`src/rtl/archimedes_kbd_pkg.sv`:
```
// Shared codes, state encoding and arithmetic helpers for the
// Archimedes keyboard-side responder.
package archimedes_kbd_pkg;

    localparam logic [7:0] CMD_HRST = 8'hFF;
    localparam logic [7:0] CMD_RAK1 = 8'hFE;
    localparam logic [7:0] CMD_RAK2 = 8'hFD;
    localparam logic [7:0] CMD_RQID = 8'h20;
    localparam logic [7:0] CMD_PRST = 8'h21;
    localparam logic [7:0] CMD_RQMP = 8'h22;
    localparam logic [7:0] CMD_BACK = 8'h3F;
    localparam logic [7:0] CMD_NACK = 8'h30;
    localparam logic [7:0] CMD_SACK = 8'h31;
    localparam logic [7:0] CMD_MACK = 8'h32;
    localparam logic [7:0] CMD_SMAK = 8'h33;

    localparam logic [7:0] RSP_HRST = 8'hFF;
    localparam logic [7:0] RSP_RAK1 = 8'hFE;
    localparam logic [7:0] RSP_RAK2 = 8'hFD;

    typedef enum logic [2:0] {
        ST_RST,
        ST_WAIT_RAK1,
        ST_WAIT_RAK2,
        ST_WAIT_ACK,
        ST_IDLE,
        ST_WAIT_BACK,
        ST_WAIT_ACK2
    } state_t;

    typedef logic [3:0] rc_t;

    // NACK/SACK/MACK/SMAK are 0011_00xx
    function automatic logic is_ack(input logic [7:0] c);
        return c[7:2] == 6'b001100;
    endfunction

    function automatic logic is_leds(input logic [7:0] c);
        return c[7:3] == 5'b00000;
    endfunction

    // C0|n for press, D0|n for release
    function automatic logic [7:0] key_byte(input logic up, input rc_t n);
        return {3'b110, up, n};
    endfunction

    function automatic logic [9:0] sat10(input logic signed [11:0] v);
        if (v > 12'sd511)
            return 10'h1FF;
        if (v < -12'sd511)
            return 10'h201;
        return v[9:0];
    endfunction

    function automatic logic [7:0] clamp7(input logic signed [9:0] a);
        if (a > 10'sd63)
            return 8'h3F;
        if (a < -10'sd64)
            return 8'hC0;
        return a[7:0];
    endfunction

endpackage

```
`src/rtl/kbd_mouse_acc.sv`:
```
// Two saturating 10-bit mouse accumulators with report clamp and
// subtraction of the last reported deltas.
module kbd_mouse_acc
    import archimedes_kbd_pkg::*;
(
    input  logic       clk,
    input  logic       rst,
    input  logic       clr,
    input  logic       add,
    input  logic [7:0] add_dx,
    input  logic [7:0] add_dy,
    input  logic       sub,
    input  logic [7:0] sub_dx,
    input  logic [7:0] sub_dy,
    output logic [7:0] rep_dx,
    output logic [7:0] rep_dy,
    output logic       nonzero
);

    logic [9:0]  acc_x;
    logic [9:0]  acc_y;
    logic [11:0] nx;
    logic [11:0] ny;

    function automatic logic [11:0] step(
        input logic [9:0] acc,
        input logic       a,
        input logic [7:0] av,
        input logic       s,
        input logic [7:0] sv
    );
        logic [11:0] v;
        v = {{2{acc[9]}}, acc};
        if (a)
            v = v + {{4{av[7]}}, av};
        if (s)
            v = v - {{4{sv[7]}}, sv};
        return v;
    endfunction

    assign nx = step(acc_x, add, add_dx, sub, sub_dx);
    assign ny = step(acc_y, add, add_dy, sub, sub_dy);

    always_ff @(posedge clk or posedge rst) begin
        if (rst) begin
            acc_x <= '0;
            acc_y <= '0;
        end else if (clr) begin
            acc_x <= '0;
            acc_y <= '0;
        end else begin
            acc_x <= sat10(nx);
            acc_y <= sat10(ny);
        end
    end

    assign rep_dx  = clamp7(acc_x);
    assign rep_dy  = clamp7(acc_y);
    assign nonzero = |{acc_x, acc_y};

endmodule

```
`src/rtl/archimedes_kbd.sv`:
```
// Keyboard end of the IOC serial keyboard link: reset handshake,
// key/mouse reporting, ID and LED commands.
module archimedes_kbd
    import archimedes_kbd_pkg::*;
#(
    parameter int         TX_GAP = 16,
    parameter logic [5:0] KBD_ID = 6'h01
) (
    input  logic       clkcpu,
    input  logic       rst_i,
    input  logic [7:0] cmd_data,
    input  logic       cmd_strobe,
    output logic [7:0] rsp_data,
    output logic       rsp_strobe,
    input  logic       key_valid,
    input  logic       key_up,
    input  logic [3:0] key_row,
    input  logic [3:0] key_col,
    output logic       key_ready,
    input  logic       mouse_strobe,
    input  logic [7:0] mouse_dx,
    input  logic [7:0] mouse_dy,
    output logic [2:0] leds
);

    localparam logic [7:0] GAP = 8'(TX_GAP);

    state_t     state;
    logic [7:0] cnt;
    logic       rpl_pend;
    logic [7:0] rpl_byte;
    logic       scan_en;
    logic       mouse_en;
    logic       rqid_pend;
    logic       rqmp_pend;
    logic       key_full;
    logic       key_up_q;
    rc_t        key_row_q;
    rc_t        key_col_q;
    logic       msg_key;
    logic [7:0] byte2;
    logic [7:0] sent_dx;
    logic [7:0] sent_dy;

    logic [7:0] rep_dx;
    logic [7:0] rep_dy;
    logic       acc_nz;
    logic       acc_clr;
    logic       acc_sub;
    logic       past_ack;
    logic       key_go;
    logic       mouse_go;
    logic       have_data;

    assign past_ack  = state inside {ST_IDLE, ST_WAIT_BACK, ST_WAIT_ACK2};
    assign key_go    = key_full & scan_en;
    assign mouse_go  = acc_nz & mouse_en;
    assign have_data = rqid_pend | rqmp_pend | key_go | mouse_go;
    assign key_ready = ~key_full;

    assign acc_clr = cmd_strobe && cmd_data == CMD_HRST;
    assign acc_sub = cmd_strobe && state == ST_WAIT_ACK2
                  && is_ack(cmd_data) && !msg_key;

    kbd_mouse_acc u_acc (
        .clk     (clkcpu),
        .rst     (rst_i),
        .clr     (acc_clr),
        .add     (mouse_strobe & mouse_en),
        .add_dx  (mouse_dx),
        .add_dy  (mouse_dy),
        .sub     (acc_sub),
        .sub_dx  (sent_dx),
        .sub_dy  (sent_dy),
        .rep_dx  (rep_dx),
        .rep_dy  (rep_dy),
        .nonzero (acc_nz)
    );

    always_ff @(posedge clkcpu or posedge rst_i) begin
        if (rst_i) begin
            state      <= ST_RST;
            cnt        <= GAP;
            rpl_pend   <= 1'b0;
            rpl_byte   <= '0;
            rsp_data   <= '0;
            rsp_strobe <= 1'b0;
            leds       <= '0;
            scan_en    <= 1'b0;
            mouse_en   <= 1'b0;
            rqid_pend  <= 1'b0;
            rqmp_pend  <= 1'b0;
            key_full   <= 1'b0;
            key_up_q   <= 1'b0;
            key_row_q  <= '0;
            key_col_q  <= '0;
            msg_key    <= 1'b0;
            byte2      <= '0;
            sent_dx    <= '0;
            sent_dy    <= '0;
        end else begin
            rsp_strobe <= 1'b0;
            if (key_valid && !key_full && scan_en && past_ack) begin
                key_full  <= 1'b1;
                key_up_q  <= key_up;
                key_row_q <= key_row;
                key_col_q <= key_col;
            end
            if (cmd_strobe) begin
                cnt <= GAP;
                if (is_leds(cmd_data))
                    leds <= cmd_data[2:0];
                if (state != ST_RST && cmd_data == CMD_RQID)
                    rqid_pend <= 1'b1;
                if (state != ST_RST && cmd_data == CMD_RQMP)
                    rqmp_pend <= 1'b1;
                if (cmd_data == CMD_HRST) begin
                    state     <= ST_WAIT_RAK1;
                    rpl_pend  <= 1'b1;
                    rpl_byte  <= RSP_HRST;
                    key_full  <= 1'b0;
                    scan_en   <= 1'b0;
                    mouse_en  <= 1'b0;
                    rqid_pend <= 1'b0;
                    rqmp_pend <= 1'b0;
                end else begin
                    unique case (state)
                        ST_WAIT_RAK1: begin
                            if (cmd_data == CMD_RAK1) begin
                                rpl_pend <= 1'b1;
                                rpl_byte <= RSP_RAK1;
                                state    <= ST_WAIT_RAK2;
                            end else if (!is_leds(cmd_data)) begin
                                rpl_pend <= 1'b1;
                                rpl_byte <= RSP_HRST;
                            end
                        end
                        ST_WAIT_RAK2: begin
                            if (cmd_data == CMD_RAK2) begin
                                rpl_pend <= 1'b1;
                                rpl_byte <= RSP_RAK2;
                                state    <= ST_WAIT_ACK;
                            end else if (!is_leds(cmd_data)) begin
                                rpl_pend <= 1'b1;
                                rpl_byte <= RSP_HRST;
                                state    <= ST_WAIT_RAK1;
                            end
                        end
                        ST_WAIT_ACK: begin
                            if (is_ack(cmd_data)) begin
                                scan_en  <= cmd_data[0];
                                mouse_en <= cmd_data[1];
                                state    <= ST_IDLE;
                            end
                        end
                        ST_WAIT_BACK: begin
                            if (cmd_data == CMD_BACK) begin
                                rpl_pend <= 1'b1;
                                rpl_byte <= byte2;
                                state    <= ST_WAIT_ACK2;
                            end else if (is_ack(cmd_data)) begin
                                scan_en  <= cmd_data[0];
                                mouse_en <= cmd_data[1];
                                state    <= ST_IDLE;
                            end
                        end
                        ST_WAIT_ACK2: begin
                            if (is_ack(cmd_data)) begin
                                scan_en  <= cmd_data[0];
                                mouse_en <= cmd_data[1];
                                state    <= ST_IDLE;
                                if (msg_key)
                                    key_full <= 1'b0;
                            end
                        end
                        default: ;
                    endcase
                end
            end else if (cnt == 8'd1) begin
                cnt <= '0;
                if (state == ST_RST) begin
                    rsp_data   <= RSP_HRST;
                    rsp_strobe <= 1'b1;
                    state      <= ST_WAIT_RAK1;
                end else if (rpl_pend) begin
                    rsp_data   <= rpl_byte;
                    rsp_strobe <= 1'b1;
                    rpl_pend   <= 1'b0;
                end else if (state == ST_IDLE) begin
                    // ID first, then forced mouse, key, spontaneous mouse
                    if (rqid_pend) begin
                        rsp_data   <= {2'b10, KBD_ID};
                        rsp_strobe <= 1'b1;
                        rqid_pend  <= 1'b0;
                    end else if (key_go && !rqmp_pend) begin
                        rsp_data   <= key_byte(key_up_q, key_row_q);
                        rsp_strobe <= 1'b1;
                        byte2      <= key_byte(key_up_q, key_col_q);
                        msg_key    <= 1'b1;
                        state      <= ST_WAIT_BACK;
                    end else if (rqmp_pend || mouse_go) begin
                        rsp_data   <= {1'b0, rep_dx[6:0]};
                        rsp_strobe <= 1'b1;
                        byte2      <= {1'b0, rep_dy[6:0]};
                        sent_dx    <= rep_dx;
                        sent_dy    <= rep_dy;
                        msg_key    <= 1'b0;
                        rqmp_pend  <= 1'b0;
                        state      <= ST_WAIT_BACK;
                    end
                end
            end else if (cnt != 8'd0) begin
                cnt <= cnt - 8'd1;
            end else if (state == ST_IDLE && have_data) begin
                cnt <= GAP;
            end
        end
    end

endmodule

```
`config.mk`:
```
export PLATFORM = sky130hd
export DESIGN_NAME = archimedes_kbd
export DESIGN_NICKNAME = d
export VERILOG_FILES = /design/src/rtl/archimedes_kbd_pkg.sv /design/src/rtl/kbd_mouse_acc.sv /design/src/rtl/archimedes_kbd.sv
export SDC_FILE = /design/constraint.sdc
export NUM_CORES = 1
export LEC_CHECK = 0
export ABC_AREA = 1
export CAP_MARGIN = 20
export CORE_UTILIZATION = 40
export CTS_CLUSTER_DIAMETER = 30
export CTS_CLUSTER_SIZE = 10
export DETAILED_ROUTE_END_ITERATION = 10
export PLACE_DENSITY_LB_ADDON = 0.2
export SKIP_LAST_GASP = 1
export SLEW_MARGIN = 20
export SYNTH_ARGS = -nofsm -noshare
export SYNTH_HDL_FRONTEND = slang
export SYNTH_HIERARCHICAL = 1
export SYNTH_SLANG_ARGS = --single-unit
```
`constraint.sdc`:
```
create_clock -name clkcpu -period 3.8 [get_ports clkcpu]
set_input_delay 0.57 -clock clkcpu [delete_from_list [all_inputs] [get_ports clkcpu]]
set_output_delay 0.57 -clock clkcpu [all_outputs]
set_load 0.1 [all_outputs]
```
Yosys cells after proc, flatten, opt, wreduce, memory -nomap -nowiden
Index checks and enable logic that the tools add are counted.
- register bits: 91
- input bits: 38
- output and inout bits: 13
- logic and storage cells: 238
- add/subtract/negate cells: 5
- order comparisons: 8
- equal/unequal tests: 29
- multiplexer cells: 120
- bitwise logic cells: 12
- reduce and logical (&&, ||, !) cells: 43
- operators by type and width (kind ; number):
    $mux W8 ; 25
    $mux W10 ; 10
    $mux W1 ; 62
    $mux W12 ; 4
    $mux W3 ; 14
    $eq A8 B6 Y1 const B ; 3
    $eq A8 B8 Y1 const B ; 3
    $gt A12 B10 Y1 const B ; 2
    $lt A12 B10 Y1 const B ; 2
    $pmux W8 S3 ; 1
    $reduce_and A8 Y1 ; 3
    $sub A12 B12 Y12 ; 2
    $add A10 B8 Y11 ; 2
    $gt A10 B7 Y1 const B ; 2
    $lt A10 B7 Y1 const B ; 2
    $reduce_or A20 Y1 ; 1
    $reduce_bool A3 Y1 ; 5
    $pmux W3 S4 ; 1
    $reduce_bool A4 Y1 ; 3
    $logic_and A1 B1 Y1 ; 11
    $eq A3 B3 Y1 const B ; 3
    $ne A3 B1 Y1 const B ; 3
    $eq A8 B1 Y1 const B ; 1
    $ne A2 B2 Y1 const B ; 4
    other kinds (29) ; 48

Depth between registers and ports, before layout
- word-level depth: 13
- depth in mapped cells: 26

By module
Netlist, hierarchy kept.
- modules (own cells, without submodules) (module ; instances ; cells each ; area each (sq um) ; seq. area each (sq um)):
    kbd_mouse_acc ; 1 ; 671 ; 3882.5 ; 500.5
    archimedes_kbd ; 1 ; 493 ; 3824.9 ; 1752.9

Worst setup path before layout
No wires, ideal clock.
- kind: input-to-reg
- start: in mouse_dy[0]
- end: reg u_acc.acc_y[0]
- setup time: 134 ps
- arrival time: 3099 ps
- data required time: 3666 ps
- path slack: 566 ps
- cell stages on the path: 24
- buffers on the path: 0
- cells stage by stage: ha_1 inv_1 fa_1 inv_1 nand3_1 nand2_1 nand2_1 nand2_1 nand2_1 nand3_1 nand2_1 ha_1 nand2_1 inv_1 a21oi_1 nand2_2 nand2_1 nand3_1 nand2_1 nand2_1 o21ai_2 inv_1 a21boi_1 a21oi_2
- cells in the longest elaborated chain, start to end: 11
- elaborated cells on any way between the ends: 15
- those cells by class: add/sub (2); order compare (2); mux (11)
- RTL lines (item ; line ; source):
    start: declaration ; archimedes_kbd.sv:22 ; input logic [7:0] mouse_dy,
    $add A10 B8 Y11 * ; kbd_mouse_acc.sv:35 ; v = v + {{4{av[7]}}, av};
    $mux W12 * ; kbd_mouse_acc.sv:34 ; if (a)
    $sub A12 B12 Y12 ; kbd_mouse_acc.sv:37 ; v = v - {{4{sv[7]}}, sv};
    $mux W12 * ; kbd_mouse_acc.sv:36 ; if (s)
    $lt A12 B10 Y1 ; archimedes_kbd_pkg.sv:50 ; if (v < -12'sd511)
    $mux W1 (2 in a row) ; archimedes_kbd_pkg.sv:50 ;
    $mux W1 ; kbd_mouse_acc.sv:48 ; end else if (clr) begin
    $mux W10 ; archimedes_kbd_pkg.sv:52 ; return v[9:0];
    $mux W10 * ; archimedes_kbd_pkg.sv:50 ;
    $mux W10 * ; kbd_mouse_acc.sv:48 ;
    end signal: assignment ; kbd_mouse_acc.sv:53 ; acc_y <= sat10(ny);
    end: declaration ; kbd_mouse_acc.sv:21 ; logic [9:0] acc_y;
Every way passes the cells marked *; elsewhere a longest branch is shown, timed or not. The select of a mux whose other input is x is not followed.
A chain may end at the register's enable or synchronous reset.

Final worst setup path
- start: in mouse_dx[0]
- end: reg u_acc.acc_x[8]
- cells in the longest elaborated chain, start to end: 11
- elaborated cells on any way between the ends: 15
- those cells by class: add/sub (2); order compare (2); mux (11)
- RTL lines (item ; line ; source):
    start: declaration ; archimedes_kbd.sv:21 ; input logic [7:0] mouse_dx,
    $add A10 B8 Y11 * ; kbd_mouse_acc.sv:35 ;
    $mux W12 * ; kbd_mouse_acc.sv:34 ;
    $sub A12 B12 Y12 ; kbd_mouse_acc.sv:37 ;
    $mux W12 * ; kbd_mouse_acc.sv:36 ;
    $lt A12 B10 Y1 ; archimedes_kbd_pkg.sv:50 ;
    $mux W1 (2 in a row) ; archimedes_kbd_pkg.sv:50 ;
    $mux W1 ; kbd_mouse_acc.sv:48 ;
    $mux W10 ; archimedes_kbd_pkg.sv:52 ;
    $mux W10 * ; archimedes_kbd_pkg.sv:50 ;
    $mux W10 * ; kbd_mouse_acc.sv:48 ;
    end signal: assignment ; kbd_mouse_acc.sv:52 ; acc_x <= sat10(nx);
    end: declaration ; kbd_mouse_acc.sv:20 ; logic [9:0] acc_x;
Marked as above.

==> results.toml <==
[synth]
syn_inst = 1164
synth_cell_types = 52
synth.net_count = 1251
ys_ff_latch = 90
synthesis.area_sq_mm = 0.00771
yosysWarnings = 6
ys_seq_area_share_pct = 29.2
synthArstFlopShare_pct = 100
synth-edff-count = 0
avgSynthCellArea_sq_um = 6.62
synthFlopType = "dfrtp_1"

[drt]
drt-total-wl_um = 20100
ant_nets = 0
post-route-drc-count = 0
wire_per_inst_um = 13.5
vias_per_cell = 5.03
first_pass_iters = 6
drtIter0Drc = 516
via_count = 7516

[pwr]
power_density_mw_per_mm2 = 716
leakagePower_nw = 4.74
ir_drop_mv = 0.334
internal-power_mw = 3.26
p_sw_mw = 3.30
swShare_pct = 50.3
clkPwrFrac_pct = 12.6
seq_power_share_pct = 22.4
power.share.combinational_pct = 65.1

[worst_setup_path]
critical_path_class = "primary input to register"
crit_fanout = 9
crit_start = "mouse_dx[0]"
r2r_end = "u_acc/acc_y[8]$_DFF_PP0_"
worstPathArrival_ns = 3.83
cp-start-kind = "primary input"
regToRegSetupSlack_ns = 0.48
r2r-start = "u_acc/acc_y[6]$_DFF_PP0_"
crit_path_end = "u_acc/acc_x[8]$_DFF_PP0_"
worstPathRequired_ns = 4.05
end_kind = "register"
reg2regPathDepth = 21

[global_routing]
grt_pass1_vias = 7036
grt_start_max_net_pins = 71
grt_pass1_wl_um = 33700
grt_use_total_pct = 21.1
grt.overflow.total = 0
grt_antenna_before_repair = 0

[timing]
drv_slew = 0
fin_skew_ns = 0.0123
setup_viol = 0
period_minus_slack_ns = 3.58
maxSlewHeadroom_pct = 34.8
worst_pin_slew_ns = 0.976
fin_ws_ns = 0.222
fmax_ghz = 0.280
min_period_over_period_pct = 94.2
final.setup.tns_ns = 0
whs_ns = 0.471
hold_violations = 0
rsz0062_at_grt = "yes"

[floorplan]
row_count = 50
die_h_um = 141
fp.dieW_um = 141
initial_core_util_pct = 41.1
ios = 51
coreArea_sq_mm = 0.0188
die_area_sq_mm = 0.0198

[status]
status = "finished clean"

[clock_network]
cts.sinks = 90
h-tree-depth = 3
cts_tree = "built"
cts_root_buf = "clkbuf_16"
cts_setup_buffers = 0
cts_buffers = 9
cts_buffer_depth = 2
clk_pin_slew_ns = 0.06
clkLatencyLatePin_ns = 0.35

[final_layout]
mostFrequentLayoutCells = "nand2_1, inv_1, nand3_1, dfrtp_1, nor2_1"
drive_gt1_share_pct = 14.0
fillers = 1926
post-route-util_pct = 48.8
syn_to_final_growth_pct = 18.9
final_common_cell = "nand2_1"
num_antenna_cells = 0
final_nets = 1343

[place]
numPortBuffers = 50
pre_cts_ws_ns = -0.259
gp_congestion = 0.883
dp_hpwl_um = 16100

[hold_path]
hold_path_class = "register to register"

[job]
timing.max_cap.violations = 0
-- per-stage QoR --
stage	area (sq um)	total power, mW	cells
after floorplan	7710	4.50	1164
after global placement	8800	5.58	1478
after detailed placement	8800	5.62	1478
after CTS	9070	6.48	1494
after global routing	9170	7.20	1495
final	9170	6.56	1495
-- what timing repair did --
item	CTS	global route
endpoints found under the setup margin	0	19
hold buffers	0	0
resized for setup	0	24
-- cells by family (layout without fill, tap and decap cells) --
group	after synthesis	in the layout	share of synthesized area, %
buffers and inverters	203	299	10.6
and+or+nand+nor	644	645	37.5
xor gates and xnor gates	8	8	0.909
adders and majority gates	49	49	8.34
muxes	9	9	1.31
DFF	90	90	29.2
AOI/OAI and AO/OA	161	161	12.1
-- power groups by stage --
stage               combinational (mW)  clock (mW)  sequential (mW)
global placement                  4.10           0             1.48
global route                      4.81       0.890             1.50
CTS                               4.16       0.853             1.47
finish                            4.27       0.824             1.47
detailed placement                4.14           0             1.48
floorplan                         2.78           0             1.73
-- sequential cells by signal (all words and copies together) (netlist names), 3 cells and up --
signal       count
key_row_q        4
sent_dx          8
rpl_byte         8
cnt              8
rsp_data         8
key_col_q        4
sent_dy          8
state            3
leds             3
u_acc/acc_y     10
byte2            7
u_acc/acc_x     10
-- synthesized netlist by cell type, types with 5 or more instances --
master	number	area share, %
o21ai_2	15	1.7
nand3_2	8	1.0
and2_1	5	0.41
inv_2	9	0.44
nor2_1	81	3.9
clkbuf_1	8	0.39
buf_2	8	0.52
mux2_2	9	1.3
nand3_1	123	8.0
nand4_1	17	1.4
nand2_1	344	17
nand3b_1	7	0.68
o21ai_0	45	2.9
nor3_1	10	0.65
dfrtp_1	89	29
o21ai_1	8	0.52
inv_1	167	8.1
nand2_2	24	1.9
ha_1	45	7.3
nor2_2	7	0.57
a21oi_1	68	4.4
-- worst max-delay path, stage by stage --
cell and delay (ns):
clkdlybuf4s50_1 0.47, ha_1 0.16, inv_1 0.05, fa_1 0.35
inv_1 0.08, nand2_1 0.07, nand2_2 0.10, nand3_2 0.07
nand3_1 0.07, nand3_1 0.12, and2_1 0.19, ha_4 0.28
nand2_1 0.09, nor2_2 0.17, nand3_1 0.15, nand4_1 0.12
nand3_1 0.10, nand2_1 0.07, inv_1 0.03, nor2_1 0.08
nand2_1 0.09, nand2_4 0.11, nand2_1 0.06, a21oi_1 0.15
-- area by class of cell --
type | count | area [sq um] | area share, %
clock buffers | 13 | 250 | 2.73
clock inverters | 3 | 17.5 | 0.191
inverters | 180 | 679 | 7.41
multi-input cells | 872 | 4740 | 51.7
flip-flops and latches | 90 | 2250 | 24.6
well taps | 234 | 293 | 3.19
repair buffers | 103 | 936 | 10.2
-- how the worst min path moves through the flow --
stage                                      start                     end  slack, ns  cells after the start
after floorplan           sent_dx[2]$_DFFE_PP0P_  sent_dx[2]$_DFFE_PP0P_       0.44                      2
after global placement    sent_dx[3]$_DFFE_PP0P_  sent_dx[3]$_DFFE_PP0P_       0.45                      2
after detailed placement  sent_dx[3]$_DFFE_PP0P_  sent_dx[3]$_DFFE_PP0P_       0.46                      2
after CTS                 sent_dx[3]$_DFFE_PP0P_  sent_dx[3]$_DFFE_PP0P_       0.47                      2
after global routing      sent_dx[3]$_DFFE_PP0P_  sent_dx[3]$_DFFE_PP0P_       0.49                      2
final                     sent_dx[2]$_DFFE_PP0P_  sent_dx[2]$_DFFE_PP0P_       0.47                      2
-- routing by layer --
layer / GRT usage (%) / vias to the layer above / wire length [um]
met5: 0 / - / 0
met4: 6.46 / 0 / 341
met3: 3.16 / 23 / 643
met2: 35.4 / 137 / 9380
met1: 28.1 / 3411 / 9770
li1: - / 3945 / -
No activity file was read; power rests on OpenSTA's default activity.
